`src/rtl/keypad_scan.sv`:
```
// keypad_scan: 4x4 matrix keypad scanner with frame debounce and a valid/ack output.
// Define KEYPAD_FIFO_EN to replace the single holding register with a 4-entry FIFO.
//
// state       | meaning
// S_IDLE      | no key accepted, waiting for a frame candidate
// S_DEB_PRESS | same candidate seen for r_cnt consecutive frames
// S_HELD      | press reported, waiting for an empty frame
// S_DEB_REL   | empty frames seen r_cnt times since the key was held
module keypad_scan #(
    parameter logic [15:0] SCAN_DIV        = 16'd1000,
    parameter int          DEBOUNCE_FRAMES = 4
) (
    input  logic       i_clk,
    input  logic       i_rst_n,
    input  logic [3:0] i_kp_col,
    input  logic       i_key_ack,
    output logic [3:0] o_kp_row,
    output logic [3:0] o_key_code,
    output logic       o_key_valid,
    output logic       o_overrun
);

    localparam logic [15:0] SLOT_LAST = SCAN_DIV - 16'd1;
    localparam logic [3:0]  DEB_N     = 4'(DEBOUNCE_FRAMES);

    typedef enum logic [1:0] {
        S_IDLE      = 2'd0,
        S_DEB_PRESS = 2'd1,
        S_HELD      = 2'd2,
        S_DEB_REL   = 2'd3
    } state_t;

    logic [3:0]  r_col_s1;
    logic [3:0]  r_col_s2;
    logic [15:0] r_slot_cnt;
    logic [1:0]  r_row;
    logic        r_found;
    logic [3:0]  r_found_code;
    state_t      r_state;
    state_t      w_state_nxt;
    logic [3:0]  r_cand;
    logic [3:0]  w_cand_nxt;
    logic [3:0]  r_cnt;
    logic [3:0]  w_cnt_nxt;
    logic [3:0]  w_cnt_inc;

    logic        w_slot_last;
    logic        w_frame_end;
    logic [3:0]  w_col_hit;
    logic        w_row_any;
    logic [1:0]  w_row_col;
    logic        w_cand_valid;
    logic [3:0]  w_cand_code;
    logic        w_event;

    always_ff @(posedge i_clk or negedge i_rst_n) begin
        if (!i_rst_n) begin
            r_col_s1 <= 4'hF;
            r_col_s2 <= 4'hF;
        end else begin
            r_col_s1 <= i_kp_col;
            r_col_s2 <= r_col_s1;
        end
    end

    assign w_slot_last = (r_slot_cnt == SLOT_LAST);
    assign w_frame_end = w_slot_last && (r_row == 2'd3);
    assign o_kp_row    = ~(4'b0001 << r_row);

    always_ff @(posedge i_clk or negedge i_rst_n) begin
        if (!i_rst_n) begin
            r_slot_cnt <= '0;
            r_row      <= '0;
        end else if (w_slot_last) begin
            r_slot_cnt <= '0;
            r_row      <= r_row + 2'd1;
        end else begin
            r_slot_cnt <= r_slot_cnt + 16'd1;
        end
    end

    // Columns are active-low; lowest pressed column of the current row wins.
    assign w_col_hit = ~r_col_s2;
    assign w_row_any = |w_col_hit;

    always_comb begin
        w_row_col = '0;
        for (int c = 3; c >= 0; c--) begin
            if (w_col_hit[c]) w_row_col = 2'(c);
        end
    end

    // Earlier rows already found a key take priority over the row-3 sample.
    assign w_cand_valid = r_found || w_row_any;
    assign w_cand_code  = r_found ? r_found_code : {r_row, w_row_col};

    always_ff @(posedge i_clk or negedge i_rst_n) begin
        if (!i_rst_n) begin
            r_found      <= 1'b0;
            r_found_code <= '0;
        end else if (w_slot_last) begin
            if (r_row == 2'd3) begin
                r_found <= 1'b0;
            end else if (!r_found && w_row_any) begin
                r_found      <= 1'b1;
                r_found_code <= {r_row, w_row_col};
            end
        end
    end

    assign w_cnt_inc = r_cnt + 4'd1;

    always_ff @(posedge i_clk or negedge i_rst_n) begin
        if (!i_rst_n) begin
            r_state <= S_IDLE;
            r_cand  <= '0;
            r_cnt   <= '0;
        end else begin
            r_state <= w_state_nxt;
            r_cand  <= w_cand_nxt;
            r_cnt   <= w_cnt_nxt;
        end
    end

    always_comb begin
        w_state_nxt = r_state;
        w_cand_nxt  = r_cand;
        w_cnt_nxt   = r_cnt;
        w_event     = 1'b0;
        if (w_frame_end) begin
            case (r_state)
                S_IDLE: begin
                    if (w_cand_valid) begin
                        w_cand_nxt = w_cand_code;
                        if (DEB_N <= 4'd1) begin
                            w_event     = 1'b1;
                            w_state_nxt = S_HELD;
                            w_cnt_nxt   = '0;
                        end else begin
                            w_state_nxt = S_DEB_PRESS;
                            w_cnt_nxt   = 4'd1;
                        end
                    end
                end
                S_DEB_PRESS: begin
                    if (w_cand_valid && (w_cand_code == r_cand)) begin
                        if (w_cnt_inc >= DEB_N) begin
                            w_event     = 1'b1;
                            w_state_nxt = S_HELD;
                            w_cnt_nxt   = '0;
                        end else begin
                            w_cnt_nxt = w_cnt_inc;
                        end
                    end else begin
                        w_state_nxt = S_IDLE;
                        w_cnt_nxt   = '0;
                    end
                end
                S_HELD: begin
                    if (!w_cand_valid) begin
                        if (DEB_N <= 4'd1) begin
                            w_state_nxt = S_IDLE;
                            w_cnt_nxt   = '0;
                        end else begin
                            w_state_nxt = S_DEB_REL;
                            w_cnt_nxt   = 4'd1;
                        end
                    end
                end
                S_DEB_REL: begin
                    if (w_cand_valid) begin
                        w_state_nxt = S_HELD;
                        w_cnt_nxt   = '0;
                    end else if (w_cnt_inc >= DEB_N) begin
                        w_state_nxt = S_IDLE;
                        w_cnt_nxt   = '0;
                    end else begin
                        w_cnt_nxt = w_cnt_inc;
                    end
                end
                default: begin
                    w_state_nxt = S_IDLE;
                    w_cnt_nxt   = '0;
                end
            endcase
        end
    end

`ifdef KEYPAD_FIFO_EN
    logic [3:0] r_fifo [4];
    logic [1:0] r_wr_ptr;
    logic [1:0] r_rd_ptr;
    logic [2:0] r_count;
    logic       w_full;
    logic       w_pop;
    logic       w_push;

    // A pop on an empty FIFO is not a pop, so a same-cycle push still lands.
    assign w_full = (r_count == 3'd4);
    assign w_pop  = i_key_ack && (r_count != 3'd0);
    assign w_push = w_event && (!w_full || w_pop);

    always_ff @(posedge i_clk or negedge i_rst_n) begin
        if (!i_rst_n) begin
            for (int i = 0; i < 4; i++) r_fifo[i] <= '0;
            r_wr_ptr  <= '0;
            r_rd_ptr  <= '0;
            r_count   <= '0;
            o_overrun <= 1'b0;
        end else begin
            if (w_push) begin
                r_fifo[r_wr_ptr] <= w_cand_code;
                r_wr_ptr         <= r_wr_ptr + 2'd1;
            end
            if (w_pop) r_rd_ptr <= r_rd_ptr + 2'd1;
            case ({w_push, w_pop})
                2'b10:   r_count <= r_count + 3'd1;
                2'b01:   r_count <= r_count - 3'd1;
                default: r_count <= r_count;
            endcase
            if (w_event && w_full && !w_pop) o_overrun <= 1'b1;
        end
    end

    assign o_key_code  = r_fifo[r_rd_ptr];
    assign o_key_valid = (r_count != 3'd0);
`else
    always_ff @(posedge i_clk or negedge i_rst_n) begin
        if (!i_rst_n) begin
            o_key_code  <= '0;
            o_key_valid <= 1'b0;
            o_overrun   <= 1'b0;
        end else if (w_event) begin
            if (!o_key_valid || i_key_ack) begin
                o_key_code  <= w_cand_code;
                o_key_valid <= 1'b1;
            end else begin
                o_overrun <= 1'b1;
            end
        end else if (i_key_ack) begin
            o_key_valid <= 1'b0;
        end
    end
`endif

endmodule
```
`config.mk`:
```
export PLATFORM = sky130hd
export DESIGN_NAME = keypad_scan
export DESIGN_NICKNAME = d
export VERILOG_FILES = /design/src/rtl/keypad_scan.sv
export SDC_FILE = /design/constraint.sdc
export NUM_CORES = 1
export LEC_CHECK = 0
export CAP_MARGIN = 20
export CORE_MARGIN = 2
export CORE_UTILIZATION = 55
export CTS_BUF_LIST = sky130_fd_sc_hd__clkbuf_4
export CTS_CLUSTER_DIAMETER = 40
export DETAILED_ROUTE_END_ITERATION = 8
export PLACE_DENSITY = 0.76
export RECOVER_POWER = 100
export SKIP_CTS_REPAIR_TIMING = 1
export SLEW_MARGIN = 20
export SYNTH_ARGS = -nofsm -noshare
export SYNTH_HDL_FRONTEND = slang
export SYNTH_SLANG_ARGS = --single-unit
```
`constraint.sdc`:
```
create_clock -name i_clk -period 2.94 [get_ports i_clk]
set_input_delay 0.588 -clock i_clk [delete_from_list [all_inputs] [get_ports i_clk]]
set_output_delay 0.588 -clock i_clk [all_outputs]
set_load 0.02 [all_outputs]
```
== Word level (Yosys, flattened, before mapping) ==
Index checks and enable logic that the tools add are counted.

* Word-level logic and storage cells: 79
* Output and inout bits: 10
* Bits in registers: 47
* Bits of input ports: 7

* Order comparisons: 1
* Muxes and demuxes: 28
* Bitwise operators: 4
* Equal/unequal tests: 11
* Reductions and logical operators: 19
* Add/subtract/negate cells: 3
* Shift-type cells: 1

{| class="wikitable"
|+ Operators by type and width
! operator !! number
|-
| 4-bit two-way mux || 6
|-
| 2-bit two-way mux || 10
|-
| 16-bit by 1-bit adder with 16-bit output (second input constant) || 1
|-
| 16-bit by 10-bit == test with 1-bit output (second input constant) || 1
|-
| 16-bit two-way mux || 1
|-
| 4-bit case mux with 4 select lines || 1
|-
| 1-bit two-way mux || 9
|-
| 3-bit AND reduction || 3
|-
| 4-bit inverter || 2
|-
| 2-bit case mux with 4 select lines || 1
|-
| 2-bit AND reduction || 4
|-
| 2-bit == test (second input constant) || 3
|-
| 3-bit != test (second input constant) || 2
|-
| 5-bit AND reduction || 1
|-
| 4-bit by 1-bit adder with 4-bit output (second input constant) || 1
|-
| 4-bit == test || 1
|-
| 4-bit by 3-bit >= comparator with 1-bit output (second input constant) || 1
|-
| 2-bit != test (second input constant) || 2
|-
| 2-bit nonzero test || 2
|-
| 4-bit OR reduction || 1
|-
| 1-bit by 2-bit left shift with 4-bit output (first input constant) || 1
|-
| 1-bit logical AND || 3
|-
| 2-bit by 1-bit adder with 2-bit output (second input constant) || 1
|-
| 2-bit by 1-bit == test with 1-bit output (second input constant) || 1
|-
| other kinds (5) || 8
|}

== Depth between registers and ports, before layout ==
* Word-level depth: 13
* Mapped depth: 7
* Gate-level depth less buffers: 6

== Least setup slack after synthesis ==
OpenSTA, ideal clock, no wires.

* Path type: reg2reg
* Start point: register r_slot_cnt[12]
* End point: register r_cand[0]
* Setup slack: 716 ps
* Buffers on the path: 0
* Setup time: 128 ps
* Stages on the path, launching flop included: 6
* Arrival time: 2096 ps
* Required time: 2812 ps
* Period minus slack after synthesis: 2224 ps
* Path through: dfrtp_1 or4_1 nor4_4 nand2_2 nor4_4 mux2_1

* Longest elaborated chain between the ends: 3

{| class="wikitable"
|+ RTL lines
! what !! RTL line !! RTL
|-
| start: declaration || 35 || <nowiki>logic [15:0] r_slot_cnt;</nowiki>
|-
| start signal: assignment || 78 || <nowiki>r_slot_cnt <= r_slot_cnt + 16'd1;</nowiki>
|-
| 16-bit by 10-bit == test with 1-bit output || 66 || <nowiki>assign w_slot_last = (r_slot_cnt == SLOT_LAST);</nowiki>
|-
| 1-bit logical AND || 67 || <nowiki>assign w_frame_end = w_slot_last && (r_row == 2'd3);</nowiki>
|-
| 3-bit AND reduction (no source line) || n/a ||
|-
| end signal: assignment || 120 || <nowiki>r_cand <= w_cand_nxt;</nowiki>
|-
| end: declaration || 41 || <nowiki>logic [3:0] r_cand;</nowiki>
|}

No other way between the ends.
A chain may end at the register's enable or synchronous reset.

== Worst setup path in the final report ==
* Start point: register r_row[0]
* End point: output port o_kp_row[0]

* Longest elaborated chain between the ends: 2

{| class="wikitable"
|+ RTL lines
! what !! RTL line !! RTL
|-
| start: declaration || 36 || <nowiki>logic [1:0] r_row;</nowiki>
|-
| start signal: assignment || 76 || <nowiki>r_row <= r_row + 2'd1;</nowiki>
|-
| 1-bit by 2-bit left shift with 4-bit output || 68 || <nowiki>assign o_kp_row = ~(4'b0001 << r_row);</nowiki>
|-
| 4-bit inverter || 68 ||
|-
| end: declaration || 17 || <nowiki>output logic [3:0] o_kp_row,</nowiki>
|}

No other way between the ends.

==> flow_metrics.env <==
export IMPL_chipWidth_um=67.8
export IMPL_max_slew_worst_pin_slew_ns=1.13
export IMPL_drtIter0Drc=76
export IMPL_crit_top_cell="inv_1"
export IMPL_yosys_area_share_xor_xnor=0.0704
export IMPL_synth_most_common_cell="dfrtp_1"
export IMPL_synthAdderAreaFrac=0.0335
export IMPL_synth_top_family_by_area="simple AND/OR/NAND/NOR gates"
export IMPL_met3_length_um=107
export IMPL_path_depth=4
export IMPL_ys_flop_type="dfrtp_1"
export IMPL_r2r_slack_ns=0.49
export IMPL_outcome="complete, no violations"
export IMPL_yosysTopAreaCell="dfrtp_1"
export IMPL_hold_viol_final=0
export IMPL_nets=228
export IMPL_finalMaxSlewViolations=0
export IMPL_wl_met1_um=1820
export IMPL_place_hpwl_um=3090
export IMPL_max_freq_mhz=407
export IMPL_ir_worst_vdd_uv=383
export IMPL_io_pins=17
export IMPL_critPathKind="reg2out"
export IMPL_vias_per_cell=5.70
export IMPL_diodes=0
export IMPL_cap_violations=0
export IMPL_wl_per_cell_um=15.3
export IMPL_place_congestion=0.930
export IMPL_rows=23
export IMPL_clock_path_buffers=2
export IMPL_ys_types=47
export IMPL_grtUsageTotal=0.213
export IMPL_cts_root_buf="clkbuf_4"
export IMPL_leakage_uw=0.00114
export IMPL_yosysWarningCount=0
export IMPL_path_buf_inv=3
export IMPL_placed_area_um2=2440
export IMPL_register_area_um2=1190
export IMPL_r2r_end="r_cand[0]"
export IMPL_cts_clk_slew_worst_paths_ns=0.13
export IMPL_grt_pass1_wl_um=7220
export IMPL_drc=0
export IMPL_synth_nets=210
export IMPL_fin_area_um2=2490
export IMPL_ant_nets=0
export IMPL_min_period_ns=2.46
export IMPL_firstDrtPassIters=4
export IMPL_path_cells="inv_1 -> ha_1 -> inv_1 -> dlygate4sd3_1"
export IMPL_via_count=1516
export IMPL_worstSetupEndpointType="output port"
export IMPL_areaGrowthSynthToFinish_pct=11.0
export IMPL_grt_max_degree=48
export IMPL_insertion_delay_ns=0.36
export IMPL_cts_sink_count=47
export IMPL_multi_input_area_um2=986
export IMPL_grt_pass1_vias=1557
export IMPL_numCtsBuffers=5
export IMPL_synth_common_cells="39 x dfrtp_1, 13 x nor2_1, 11 x inv_1"
export IMPL_netlist_instances=197
export IMPL_avgSynthCellArea_um2=11.4
export IMPL_power_density_nw_per_um2=394
export IMPL_fin_skew_ns=0.0176
export IMPL_ys_seq_elements=47
export IMPL_min_path_type="reg2reg"
export IMPL_cpPeakStageDelay_ns=0.66
export IMPL_crit_slowest_cell="dlygate4sd3_1"
export IMPL_slew_headroom=0.246
export IMPL_dieArea_um2=4600
export IMPL_critPathArrivalTime_ns=1.87
export IMPL_synth_compound_area_frac=0.0899
export IMPL_synthArstFlopShare=1.00
export IMPL_crit_path_start="r_row[0]"
export IMPL_netlist_area_um2=2240
export IMPL_grt_antenna_before_repair=0
export IMPL_fill_cells=298
export IMPL_fp_dieH_um=67.8
export IMPL_setup_viol=0
export IMPL_crit_end="o_kp_row[0]"
export IMPL_wl_met2_um=2070
export IMPL_finalWirelength_um=4070
export IMPL_initial_core_util=0.564
export IMPL_synth_edf_count=0
export IMPL_io_buffers=16
export IMPL_cts_htree_levels=2
export IMPL_rr_worst_depth=5
export IMPL_synth_simple_gate_area_frac=0.185
export IMPL_overflow=0
export IMPL_period_share=0.835
export IMPL_yosysSeqAreaShare=0.529
export IMPL_crit_required_ns=2.35
export IMPL_rsz0062_at_grt="no"
export IMPL_finalSetupTns_ns=0
export IMPL_path_max_fanout=5
export IMPL_synth_top_cell_area_share=0.436
export IMPL_top_layer_used="met4"
export IMPL_drive_above_1_share=0.0972
export IMPL_synth_mux_area_frac=0.0625
export IMPL_cts_tree="yes"
export IMPL_synth_area_top_cells="dfrtp_1 44%, dfstp_2 9.4%, xor2_1 3.9%, ha_1 3.4%, xnor2_1 3.1%"
export IMPL_startpoint_type="flip-flop"
export IMPL_r2r_start="r_slot_cnt[4]"
export IMPL_coreArea_um2=3970
export IMPL_path_delay_family="buffers and inverters"
per-stage QoR:
stage	std cells	hold slack [ns]	setup WS (ns)	util	total power, uW
6_report	266	0.365	0.485	0.626	980
5_1_grt	266	0.371	0.366	0.626	1010
4_1_cts	266	0.365	0.507	0.628	989
3_5_place_dp	258	0.347	0.523	0.615	701
3_3_place_gp	258	0.346	0.610	0.615	699
2_1_floorplan	197	0.292	0.716	-	678
how the worst min path moves through the flow:
stage | start | endpoint | slack, ns | cells past startpoint
6_report | r_col_s1[0] | r_col_s2[0] | 0.37 | 0
5_1_grt | r_col_s1[3] | r_col_s2[3] | 0.37 | 0
4_1_cts | r_col_s1[0] | r_col_s2[0] | 0.37 | 0
3_5_place_dp | r_col_s1[0] | r_col_s2[0] | 0.35 | 0
3_3_place_gp | r_col_s1[0] | r_col_s2[0] | 0.35 | 0
2_1_floorplan | i_rst_n | o_key_code[0] | 0.29 | 0
state kept, by name, summed over array words and instances, names as in the netlist, 2 cells and up:
register,flops
r_slot_cnt,16
o_key_code,4
r_cand,4
r_cnt,4
r_col_s1,4
r_col_s2,4
r_found_code,4
r_row,2
r_state,2
power by group:
part	internal, uW	switching, uW	total [uW]
Clock	88.0	204	292
Sequential	657	4.03	661
Combinational	8.32	18.4	26.7
Total	753	227	980
layer usage:
metal  up-vias  GRT usage
met5         -          0
met4         0     0.0850
met3         7     0.0510
met2        28      0.358
met1       745      0.268
li1        736          -
final cells by class:
cell class,instances,share of cell area
multi-input cells,133,0.396
clock buffers,5,0.0151
inverters,11,0.0166
repair buffers,17,0.0639
well taps,50,0.0252
flip-flops and latches,47,0.477
clock inverters,3,0.00604
cell families after synthesis:
kind of cell    Yosys count
xor+xnor                 18
buf+inv                  17
mux                      13
flops                    47
compound gates           29
fa+ha+maj                 6
simple gates             67
layout by cell type (no fill, tap or decap), types with 2 or more instances in the layout:
master	n
nor4_4	2
nand2_1	11
nor2b_1	3
and3_1	3
or3_1	3
dfstp_2	8
and4_1	4
dlygate4sd3_1	14
inv_1	11
dfrtp_1	39
mux2_2	2
xnor2_1	8
nand4b_1	2
nand2b_1	2
nor2_1	13
a21oi_1	4
xor2_1	10
nand3_1	9
a31oi_1	3
clkbuf_4	5
nand4_1	6
a21boi_0	2
and2_0	3
o21ai_0	8
clkinv_1	2
ha_1	6
mux2_1	6
mux2i_1	5
(Power assumes the default switching activity.)
